==> src/rtl/sparc_ifu_instq_pkg.sv <==
// Shared IFU instruction-queue definitions: default depth, SPARC nop word
// and pointer width derivation.
package sparc_ifu_instq_pkg;

    localparam int          INSTQ_DEPTH_DEF = 4;
    localparam logic [31:0] INSTQ_NOP_INST  = 32'h0100_0000;

    // Pointer width for a power-of-two depth; depth 2 still needs one bit.
    function automatic int instq_ptr_w(input int depth);
        return (depth <= 2) ? 1 : $clog2(depth);
    endfunction

endpackage

==> src/rtl/sparc_ifu_instq_ctl.sv <==
// Instruction queue control: read/write pointers, occupancy count,
// full flag and sticky overflow error. Flush clears pointers and count.
module sparc_ifu_instq_ctl
    import sparc_ifu_instq_pkg::*;
#(
    parameter  int DEPTH = INSTQ_DEPTH_DEF,
    localparam int PW    = instq_ptr_w(DEPTH),
    localparam int CW    = PW + 1
) (
    input  logic          rclk,
    input  logic          arst,
    input  logic          se,
    input  logic          ifq_inst_vld_f,
    input  logic          dtu_stall_s,
    input  logic          fcl_flush_s,
    output logic          o_push,
    output logic [PW-1:0] o_wr_ptr,
    output logic [PW-1:0] o_rd_ptr,
    output logic [CW-1:0] o_cnt,
    output logic          o_vld,
    output logic          o_full,
    output logic          o_ovf_err
);

    logic [PW-1:0] r_wr_ptr;
    logic [PW-1:0] r_rd_ptr;
    logic [CW-1:0] r_cnt;
    logic          r_ovf_err;

    logic          w_full;
    logic          w_vld;
    logic          w_push;
    logic          w_pop;
    logic          w_unused_se;

    // Scan enable has no functional role in this behavioural flop model.
    assign w_unused_se = se;

    assign w_full = (r_cnt == CW'(DEPTH));
    assign w_vld  = (r_cnt != '0);
    assign w_push = ifq_inst_vld_f & ~w_full & ~fcl_flush_s;
    assign w_pop  = w_vld & ~dtu_stall_s & ~fcl_flush_s;

    // Pointer and count update; flush wins over push and pop.
    always_ff @(posedge rclk or posedge arst) begin
        if (arst) begin
            r_wr_ptr <= '0;
            r_rd_ptr <= '0;
            r_cnt    <= '0;
        end else if (fcl_flush_s) begin
            r_wr_ptr <= '0;
            r_rd_ptr <= '0;
            r_cnt    <= '0;
        end else begin
            if (w_push) r_wr_ptr <= r_wr_ptr + PW'(1);
            if (w_pop)  r_rd_ptr <= r_rd_ptr + PW'(1);
            r_cnt <= r_cnt + CW'(w_push) - CW'(w_pop);
        end
    end

    // Sticky overflow: any push attempt while full, cleared only by reset.
    always_ff @(posedge rclk or posedge arst) begin
        if (arst) begin
            r_ovf_err <= 1'b0;
        end else if (ifq_inst_vld_f & w_full) begin
            r_ovf_err <= 1'b1;
        end
    end

    assign o_push    = w_push;
    assign o_wr_ptr  = r_wr_ptr;
    assign o_rd_ptr  = r_rd_ptr;
    assign o_cnt     = r_cnt;
    assign o_vld     = w_vld;
    assign o_full    = w_full;
    assign o_ovf_err = r_ovf_err;

endmodule

==> src/rtl/sparc_ifu_instq.sv <==
// IFU instruction queue between fetch and decode. Holds entry storage and
// the S-stage output mux; pointer/count bookkeeping lives in the ctl block.
module sparc_ifu_instq
    import sparc_ifu_instq_pkg::*;
#(
    parameter int          DEPTH    = INSTQ_DEPTH_DEF,
    parameter logic [31:0] NOP_INST = INSTQ_NOP_INST
) (
    input  logic                    rclk,
    input  logic                    arst,
    input  logic                    se,
    input  logic                    ifq_inst_vld_f,
    input  logic [31:0]             ifq_inst_f,
    input  logic                    dtu_stall_s,
    input  logic                    fcl_flush_s,
    output logic [31:0]             fdp_dtu_inst_s,
    output logic                    instq_vld_s,
    output logic                    instq_full,
    output logic [$clog2(DEPTH):0]  instq_cnt,
    output logic                    instq_ovf_err
);

    localparam int PW = instq_ptr_w(DEPTH);
    localparam int CW = PW + 1;

    logic [31:0]   r_mem [DEPTH];
    logic          w_push;
    logic [PW-1:0] w_wr_ptr;
    logic [PW-1:0] w_rd_ptr;
    logic [CW-1:0] w_cnt;
    logic          w_vld;

    sparc_ifu_instq_ctl #(
        .DEPTH (DEPTH)
    ) u_ctl (
        .rclk           (rclk),
        .arst           (arst),
        .se             (se),
        .ifq_inst_vld_f (ifq_inst_vld_f),
        .dtu_stall_s    (dtu_stall_s),
        .fcl_flush_s    (fcl_flush_s),
        .o_push         (w_push),
        .o_wr_ptr       (w_wr_ptr),
        .o_rd_ptr       (w_rd_ptr),
        .o_cnt          (w_cnt),
        .o_vld          (w_vld),
        .o_full         (instq_full),
        .o_ovf_err      (instq_ovf_err)
    );

    // Entry storage; unreset because the output is masked by the valid bit.
    always_ff @(posedge rclk) begin
        if (w_push) begin
            r_mem[w_wr_ptr] <= ifq_inst_f;
        end
    end

    // Output mux driven only by registered state, never by the fetch input.
    always_comb begin
        fdp_dtu_inst_s = NOP_INST;
        if (w_vld) begin
            fdp_dtu_inst_s = r_mem[w_rd_ptr];
        end
    end

    assign instq_vld_s = w_vld;
    assign instq_cnt   = w_cnt;

endmodule

==> config.mk <==
export PLATFORM = sky130hd
export DESIGN_NAME = sparc_ifu_instq
export DESIGN_NICKNAME = d
export VERILOG_FILES = /design/src/rtl/sparc_ifu_instq_pkg.sv /design/src/rtl/sparc_ifu_instq_ctl.sv /design/src/rtl/sparc_ifu_instq.sv
export SDC_FILE = /design/constraint.sdc
export NUM_CORES = 1
export LEC_CHECK = 0
export ABC_AREA = 1
export CAP_MARGIN = 20
export CORE_UTILIZATION = 55
export DETAILED_ROUTE_END_ITERATION = 10
export GPL_TIMING_DRIVEN = 0
export PLACE_DENSITY = 0.82
export SYNTH_ARGS = -nofsm -noshare
export SYNTH_HDL_FRONTEND = slang
export SYNTH_SLANG_ARGS = --single-unit
==> constraint.sdc <==
create_clock -name rclk -period 2.95 [get_ports rclk]
set_clock_uncertainty 0.2 [all_clocks]
set_input_delay 0.59 -clock rclk [delete_from_list [all_inputs] [get_ports rclk]]
set_output_delay 0.59 -clock rclk [all_outputs]
set_load 0.01 [all_outputs]
* Yosys cells after proc, flatten, opt, wreduce, memory -nomap -nowiden
Memory sizes are Yosys's and may differ from the RTL's.
Index checks and enable logic that the tools add are counted.
Widths: inputs -> output; s select.
** Word-level totals
- Register bits :: 8
- Bits in writable memories :: 128
- Word-level logic and storage cells :: 29
- Memories kept :: 1
** Operators by class
- Add/subtract/negate cells :: 4
- Eq/ne operators :: 1
- Mux-type cells :: 8
- Bitwise gates (word level) :: 8
- Reduce and logical (&&, ||, !) cells :: 3
** Memories
- r_mem :: depth 4, bits a word 32, rd ports 1, clocked after memory_dff 0, wr ports 1, RTL line sparc_ifu_instq.sv:26 : logic [31:0] r_mem [DEPTH];
** Operator list (count)
- $mux 32 :: 1
- $mux 2 :: 4
- $and 1x1->1 :: 5
- $add 2x1->2 const B :: 2
- $reduce_bool 2->1 :: 2
- $add 3x1->3 :: 1
- $eq 3x3->1 const B :: 1
- $mux 3 :: 1
- $not 1->1 :: 3
- $reduce_bool 3->1 :: 1
- $sub 3x1->3 :: 1
- $mux 1 :: 2

* Logic depth before layout (Yosys ltp)
Gate-level depths: netlist (run 1).
- Depth after elaboration :: 7
- Mapped depth :: 12
- Mapped depth without buffers :: 12

* Hierarchy
A second synthesis (run 1) with hierarchy kept.
** Second synthesis, totals
- Cell total of the unflattened synthesis :: 568
- Area, all modules :: 5947.0 um^2
** Modules (own cells, without submodules)
- sparc_ifu_instq :: instances 1, cells each 510, area each 5477.8 um^2, seq. area each 3843.7 um^2
- sparc_ifu_instq_ctl :: instances 1, cells each 58, area each 469.2 um^2, seq. area each 200.2 um^2

* Worst setup path before layout (run 1)
OpenSTA, ideal clock, no wires.
- Path kind :: input-to-reg
- From :: input port fcl_flush_s
- To :: memory r_mem[0][0] (enable)
- Library setup time :: 0.421 ns
- Arrival time :: 2.241 ns
- Required time :: 2.329 ns
- Slack :: 0.088 ns
- Cell stages on the path :: 3
- Buffers on the path :: 0
- Cells stage by stage :: inv_2 -> nand3_1 -> nor2_1
** On the way
- Word-level cells in the longest chain between the ends :: 4
** RTL lines
- start, declared :: RTL line sparc_ifu_instq.sv:15 : input logic fcl_flush_s,
- $not 1->1 :: RTL line sparc_ifu_instq_ctl.sv:41 : assign w_push = ifq_inst_vld_f & ~w_full & ~fcl_flush_s;
- $and 1x1->1 :: RTL line sparc_ifu_instq_ctl.sv:41
- $mux 1 :: RTL line sparc_ifu_instq.sv:53 : if (w_push) begin
- $mux 1 (implied by the code) :: RTL line sparc_ifu_instq.sv:54 : r_mem[w_wr_ptr] <= ifq_inst_f;
- end, declared :: RTL line sparc_ifu_instq.sv:26
No other way between the ends.

* Worst setup path in the final report (run 1)
- From :: register u_ctl.r_rd_ptr[0], in the netlist u_ctl.o_rd_ptr[0]
- To :: output port fdp_dtu_inst_s[22]
** On the way
- Word-level cells in the longest chain between the ends :: 2
** RTL lines
- start, declared :: RTL line sparc_ifu_instq_ctl.sv:26 : logic [PW-1:0] r_rd_ptr;
- start signal, assigned :: RTL line sparc_ifu_instq_ctl.sv:56 : if (w_pop) r_rd_ptr <= r_rd_ptr + PW'(1);
- $mem_v2 4x32
- $mux 32 :: RTL line sparc_ifu_instq.sv:61 : if (w_vld) begin
- end, declared :: RTL line sparc_ifu_instq.sv:16 : output logic [31:0] fdp_dtu_inst_s,
No other way between the ends.

==> results by stage, run 1 <==
Run status:
- The run finished with clean final reports.

Clock tree:
- The tree built by TritonCTS fans out to about 140 sinks.
- TritonCTS built the clock tree.
- At the later pin of the worst-skew pair, clock insertion delay measures about 530 ps.
- The setup fix buffers added after clock tree synthesis is 0.
- The level count of the clock H-tree is 4.
- The clock transition at the registers of the reported paths is ~60 ps.
- The longest clock path from root to sink contains 2 buffers.
- In this run the clock root is driven by a clkbuf_8.
- The TritonCTS buffer count is 17.
- Hold repair after CTS inserted 0 buffers.

Placed design:
- The pre-CTS setup slack is -223.9 ps.
- The congestion estimate from routability-driven global placement came to 0.7614.
- The HPWL after detailed placement is 7907 µm.
- Input and output buffers added on the ports amount to 74.
- Including well taps, the total number of placed cells is approximately 780.
- The total cell area at the placement stage is approximately 7000 µm².

Pwr:
- The switching power share of the total is around a third.
- The share of total power dissipated in combinational logic is 32.7%.
- The analysis attributes to net switching a power of roughly 2.1 mW.
- Cell internal power was estimated by the tool at between 4 and 5 mW.
- The maximum VDD drop is between 0.5 and 0.6 mV.
- The cell leakage power is around 3.4 nW.
- For this design the ratio of total power to cell area is 873.3 nW/µm².
- The post-layout total power is roughly 6.6 mW.
- The relative contribution of sequential cells to total power is 35.2%.
- The clock power share is between 30% and 40%.

Route:
- The routed via count divided by cell count is between 5 and 6.
- The detailed router finished its first iteration with between 300 and 400 violations.
- The number of vias in the routed layout is 4187.
- The routed design has about 13000 µm of wire.
- Once detail routing completed, the nets flagged for antenna violations numbered 0.
- For this run, design rule violations remaining after detail routing come to 0.
- The first detailed-routing pass ran for 6 iterations.
- The per-cell routed wire length is 15.59 µm.

Timing:
- The clock period could shrink to ~2800 ps.
- The final count of pins violating max slew is 0.
- Across all hold checks on the routed design, the worst slack comes to around 110 ps.
- Across all setup checks in the final design, the least slack found is 122.0 ps.
- Based on the critical path, the design can be clocked at up to between 0.3 and 0.4 GHz.
- The worst relative slew slack is 60.80%.
- Setup repair after global routing could not meet its margin everywhere.
- Setup violations remaining at the end of the flow were counted as 0.
- For the pin with the worst max-slew slack, the measured transition is roughly 600 ps.
- The final-report hold violation count is 0.
- The total negative setup slack is 0 ps.
- The final clock period utilization by the worst path is ~96%.

Critical path:
- The worst setup path is launched from a register.
- The type of destination of the critical path is a primary output.
- STA puts the critical path data required time at ~2200 ps.
- The classification of the worst setup path is register to primary output.
- The depth of the most critical reg-to-reg path is 11.
- Data on the critical path arrives at its endpoint at between 2000 and 2500 ps.
- Along the worst path, the maximum fanout reaches 10.

Global routing:
- The first global-routing pass estimated between 20000 and 25000 µm of wire.
- The number of global-route vias before repair is about 4300.
- The total congestion overflow after global routing is 0.
- Entering global routing, the biggest net connects 28 pins.
- The initial antenna violation count came to 0.
- In the global route stage, overall resource usage came out at about a quarter.

Logic synthesis:
- Sorting the synthesized cells by area gives the leading types as edfxtp_1 65%, inv_1 8.8%, nand2_1 8.7%, nand3_1 5.9%, dfrtp_1 3.4%.
- The number of library cell types mapped by synthesis is 19.
- For this run, the register share of the synthesized area comes to 67.98%.
- The cell area that synthesis handed to floorplanning was between 5000 and 6000 µm².
- The top flip-flop cell by instance count after synthesis is edfxtp_1.
- In the post-synthesis netlist, the cell with the most instances is inv_1.
- In this run, synthesis produced a sequential element count of between 100 and 150.
- Synthesis produced roughly 570 cells.
- During synthesis, Yosys emitted a total of 0 warnings.
- The count of flip-flops with a built-in enable after synthesis is between 100 and 150.
- Averaged over all synthesized cells, the footprint is approximately 10 µm².
- The synthesized design spends more area on one cell type than any other, namely edfxtp_1.
- The share of the synthesized area in the top cell type is between 60% and 70%.
- After synthesis, the most frequently instantiated cells are 140 x inv_1, 138 x nand2_1, 128 x edfxtp_1.
- The proportion of synthesized flip-flops having asynchronous set or reset is just under 6%.
- The number of nets in the synthesized netlist is 614.

Floorplanning:
- The top-level I/O count is 76.
- The total area inside the core boundary comes to 10420 µm².
- The die extent in x is roughly 110 µm.
- The floorplan has 37 rows.
- The initial core utilization is a little under three fifths.
- The die covers between 10000 and 15000 µm².
- The floorplan die height is between 100 and 150 µm.

Job:
- The total of max-cap violations is 0.

Cells and area:
- The fraction of final layout cells sized beyond drive strength 1 is 9.867%.
- The non-filler instance count after layout is ~800.
- At the end of the flow, the number of nets in the layout was 711.
- The antenna diode count is 0.
- The fill cell total of the finished layout is approximately 670.
- The synthesis-to-finish area growth is 27.32%.
- The final design area excluding fillers is between 7000 and 8000 µm².
- Once layout is complete, the utilization of the core stands at 72.71%.
- The combined area of the multi-input logic cells is about 1200 µm².
- The footprint of the flip-flops and latches is 4045 µm².

Worst hold path:
- In this run the worst hold path is classified as primary input to async pin.
## path summary, 6_finish.rpt
path                              startpoint                 end  slack, ps
setup / recovery           u_ctl.o_rd_ptr[0]  fdp_dtu_inst_s[22]        120
hold / removal                          arst     u_ctl.o_ovf_err        110
setup reg to reg              u_ctl.o_cnt[0]      u_ctl.o_cnt[2]        410
hold reg to reg              u_ctl.o_ovf_err     u_ctl.o_ovf_err        260
max in group asynchronous               arst      u_ctl.o_cnt[1]       2190
min in group rclk            u_ctl.o_ovf_err     u_ctl.o_ovf_err        260
## per-layer routing
layer	vias up	global-route usage, %	share of wire, %
met5	-	0	0
met4	0	13.19	2.1
met3	26	6.009	7.3
met2	185	41.08	51
met1	1977	30.76	39
li1	1999	-	-
## timing repair
action	in CTS	in global routing
endpoints found under the setup margin	32	7
pin swaps	0	0
gates resized for setup	40	3
## critical path, stage by stage, from the launching register on
cell and delay, ps:
dfrtp_1 420, clkbuf_1 470, nand2_1 120, nand3_1 110
a21oi_1 90, dlygate4sd2_1 290
## logic make-up after synthesis
logic type / Yosys count / share of synthesized area (%)
compound gates: 35 / 3.029
fa+ha+maj: 7 / 1.599
buf+inv: 169 / 11.70
flops: 136 / 67.98
simple gates: 222 / 15.69
## power groups by stage
stage	logic, mW	clock network (mW)	registers (mW)
after floorplan	1.19	0	2.37
after global placement	2.23	0	2.37
after detailed placement	2.30	0	2.36
after CTS	2.17	2.14	2.33
after global routing	2.38	2.21	2.34
final	2.16	2.13	2.33
## cells in the final DEF, fill, tap and decap left out, types with 7 or more instances in the layout
cell             instances
clkdlybuf4s50_1         42
dlygate4sd2_1           31
dfrtp_1                  7
inv_1                  140
a21oi_1                 31
nand2_1                138
edfxtp_1               128
clkbuf_16               16
nand3_1                 70
buf_2                    7
## state kept, by name, summed over array words and instances, names as in the netlist
register	count
r_mem	128
u_ctl.o_cnt	3
u_ctl.o_ovf_err	1
u_ctl.o_rd_ptr	2
u_ctl.o_wr_ptr	2
## cell type report
cell class | instances | share of cell area, %
inverter | 145 | 7.187
buffer | 24 | 2.280
sequential | 136 | 53.41
clock inverter | 14 | 2.396
tap | 136 | 2.247
multi-input combinational | 264 | 16.41
timing repair buffer | 78 | 10.56
clock buffer | 18 | 5.518
No activity file was read; power rests on OpenSTA's default activity.
==> run 2, diff against run 1 <==
--- a/config.mk
+++ b/config.mk
@@ -8,6 +8,7 @@
 export ABC_AREA = 1
 export CAP_MARGIN = 20
 export CORE_UTILIZATION = 55
+export CTS_CLUSTER_SIZE = 12
 export DETAILED_ROUTE_END_ITERATION = 10
 export GPL_TIMING_DRIVEN = 0
 export PLACE_DENSITY = 0.82
==> results of run 2 <==
The final DEF is identical to that of run 1; final timing and power are the same.
==> run 3, diff against run 2 <==
--- a/config.mk
+++ b/config.mk
@@ -7,11 +7,13 @@
 export LEC_CHECK = 0
 export ABC_AREA = 1
 export CAP_MARGIN = 20
-export CORE_UTILIZATION = 55
+export CELL_PAD_IN_SITES_DETAIL_PLACEMENT = 2
+export CELL_PAD_IN_SITES_GLOBAL_PLACEMENT = 2
+export CORE_UTILIZATION = 38
 export CTS_CLUSTER_SIZE = 12
 export DETAILED_ROUTE_END_ITERATION = 10
 export GPL_TIMING_DRIVEN = 0
-export PLACE_DENSITY = 0.82
+export PLACE_DENSITY = 0.87
 export SYNTH_ARGS = -nofsm -noshare
 export SYNTH_HDL_FRONTEND = slang
 export SYNTH_SLANG_ARGS = --single-unit
==> constraint.sdc (replaced) <==
create_clock -name rclk -period 3.5 [get_ports rclk]
set_clock_uncertainty 0.2 [all_clocks]
set_input_delay 0.7 -clock rclk [delete_from_list [all_inputs] [get_ports rclk]]
set_output_delay 0.7 -clock rclk [all_outputs]
set_load 0.01 [all_outputs]
==> results by stage, run 3 (synthesis gave the netlist of run 1 again) <==
Clock tree:
- The clock sink count is approximately 140.
- The level count of the clock H-tree is 4.
- TritonCTS built the clock tree.
- The root buffer cell chosen for the clock tree is clkbuf_16.
- The TritonCTS buffer count is 17.
- The post-cts repair resize count is 0.
- The buffer depth of the longest clock path is 2.
- The clock transition at the registers of the reported paths is approximately 70 ps.
- The setup fix buffers added after clock tree synthesis is 0.
- At the later pin of the worst-skew pair, clock insertion delay measures 440 ps.
- The number of buffers inserted for hold repair after clock tree synthesis is 0.

Pwr:
- The clock power share is between 30% and 40%.
- The switching power summed over all nets is 2.085 mW.
- Dividing total power by cell area gives a power density of ~780 nW/µm².
- The relative contribution of sequential cells to total power is between 30% and 40%.
- In this run, the combinational gates consume between 30% and 40% of the power.
- The switching power share of the total is a little over a third.
- The maximum VDD drop is roughly 0.5 mV.
- The cell leakage power is around 3.3 nW.
- The internal cell power is roughly 3.9 mW.

Global routing:
- The wire length of the first global-routing pass is 29160 µm.
- The total congestion overflow after global routing is 0.
- The number of global-route vias before repair came to between 5000 and 6000.
- The total routing resource utilization after global routing is about a quarter.
- Entering global routing, the biggest net connects 27 pins.
- The initial antenna violation count was 0.

Timing:
- The final clock period utilization by the worst path is a little over nine tenths.
- Setup repair after global routing left no endpoint under its margin.
- The time the final worst path needs with I/O delays and setup is ~3300 ps.
- At the pin with the least slew margin, the transition time is ~640 ps.
- Measured against its own limit, the worst slew margin works out to between 50% and 60%.
- The final-report hold violation count is 0.
- The maximum clock frequency is around 0.30 GHz.
- Setup violations remaining at the end of the flow were counted as 0.
- The final count of pins violating max slew is 0.

Critical path:
- The worst setup path is launched from a register.
- Walking the worst path, the cells encountered are buf_4, buf_2, nand2_1, nand3_1, a21oi_1, clkdlybuf4s50_1.
- On the critical path, the stage with the largest delay is an instance of clkdlybuf4s50_1.
- The critical path data required time is 2600 ps.
- The type of destination of the critical path is a primary output.
- The maximum single-stage delay on the critical path is 610 ps.
- The most critical setup path has its startpoint at u_ctl.o_rd_ptr[0].
- The kind of cell with the highest combined delay along the critical path is buffers and inverters.
- By startpoint and endpoint, the worst setup path is classified as register to primary output.
- Along the worst path, the maximum fanout reaches 10.
- The number of buffer and inverter stages on the critical path is 3.
- STA puts the critical path data arrival time at 2400 ps.
- The reg-to-reg startpoint is u_ctl.o_cnt[1].

Placed design:
- Port buffering added 74 buffers.
- The global placement routability congestion is just under 0.7.
- After detailed placement, the design holds a cell count of between 800 and 900.
- The HPWL after detailed placement is approximately 12000 µm.

Route:
- Using the TritonRoute via totals, the vias-per-cell ratio works out to between 4 and 5.
- For this block, the routed nets add up to 18860 µm of wire.
- The detailed router placed between 4000 and 5000 vias in this run.
- After detailed routing, the average wire length per cell comes to 21.19 µm.
- The first routing iteration left approximately 290 violations.
- In the routed design, unresolved DRC markers number 0.
- The pre-antenna-repair detailed-routing pass consisted of 4 iterations.
- Once detail routing completed, the nets flagged for antenna violations numbered 0.

Cells and area:
- The library cells used most frequently in the layout, excluding fill and tap cells, are 140 x inv_1, 138 x nand2_1, 128 x edfxtp_1, 74 x clkdlybuf4s50_1, 70 x nand3_1.
- The most common cell after layout, fill and taps aside is inv_1.
- The antenna diode count is 0.
- The fraction of final layout cells sized beyond drive strength 1 is under 10%.
- The non-filler instance count after layout is roughly 900.
- The register containing the most flip-flops in the final layout is r_mem.
- The register with the most flip-flops in the layout has ~130 of them.
- For this run, the share of the core covered by cells in the final layout is roughly half.
- Compared with the post-synthesis result, the final layout area differs by 29.11%.
- Fill cells in the final layout number 1542.
- The final-stage net count is 711.

Floorplanning:
- Once the floorplan was initialized, standard cells occupied 38.98% of the core.
- The placeable core area is approximately 15000 µm².
- The floorplan die height is 127.1 µm.
- The die extent in x is between 100 and 150 µm.
- The die area is approximately 16000 µm².
- The top-level I/O count is 76.
- The placement row count is 45.

Worst hold path:
- The path class of the tightest hold or removal check is register to register.
- The launch instance of the worst min-delay path is u_ctl.o_ovf_err.

Run status:
- The run finished with clean final reports.

Job:
- The total of max-cap violations is 0.
[run 3: per-stage QoR]
stage	TNS [ps]	power [mW]	instance area (µm²)	setup WS, ps	hold WS (ps)
4_1_cts	0	6.054	7680	157.0	272.3
5_1_grt	0	6.256	7680	54.15	303.9
2_1_floorplan	0	2.997	5948	528.2	293.2
3_5_place_dp	-30.24	4.081	7063	-25.02	252.4
6_report	0	5.985	7680	204.1	264.6
3_3_place_gp	-155310	3.941	6953	-1253	240.5
[run 3: path summary, 6_finish.rpt]
path                                           to  slack, ps  depth (start not counted)
worst max-delay path            fdp_dtu_inst_s[1]        200                          6
worst min-delay path              u_ctl.o_ovf_err        260                          1
worst max register to register     u_ctl.o_cnt[1]        670                          9
worst min register to register    u_ctl.o_ovf_err        260                          1
max in group asynchronous          u_ctl.o_cnt[0]       2530                          2
min in group asynchronous          u_ctl.o_cnt[2]        310                          2
[run 3: layer usage]
metal / global-route usage [%] / vias up / routed length [µm]
met1: 28.94 / 2192 / 7603
met3: 6.323 / 38 / 816
met4: 10.22 / 0 / 448
li1: - / 1999 / -
met2: 46.06 / 116 / 9995
met5: 0 / - / 0
[run 3: power groups by stage]
stage / registers [mW] / logic (mW) / clock network [mW]
after global placement: 2.00 / 1.94 / 0
final: 1.97 / 2.10 / 1.92
after detailed placement: 2.00 / 2.08 / 0
after floorplan: 1.99 / 1.00 / 0
after global routing: 1.98 / 2.28 / 1.99
after CTS: 1.97 / 2.14 / 1.94
[run 3: cell type report]
type | count | area (µm²) | share of cell area (%)
inverter | 145 | 544.3 | 7.087
multi-input combinational | 264 | 1239 | 16.13
buffer | 24 | 151.4 | 1.971
timing repair buffer | 78 | 820.8 | 10.69
tap | 211 | 264.0 | 3.438
clock buffer | 17 | 425.4 | 5.539
sequential | 136 | 4044 | 52.66
clock inverter | 15 | 191.4 | 2.493
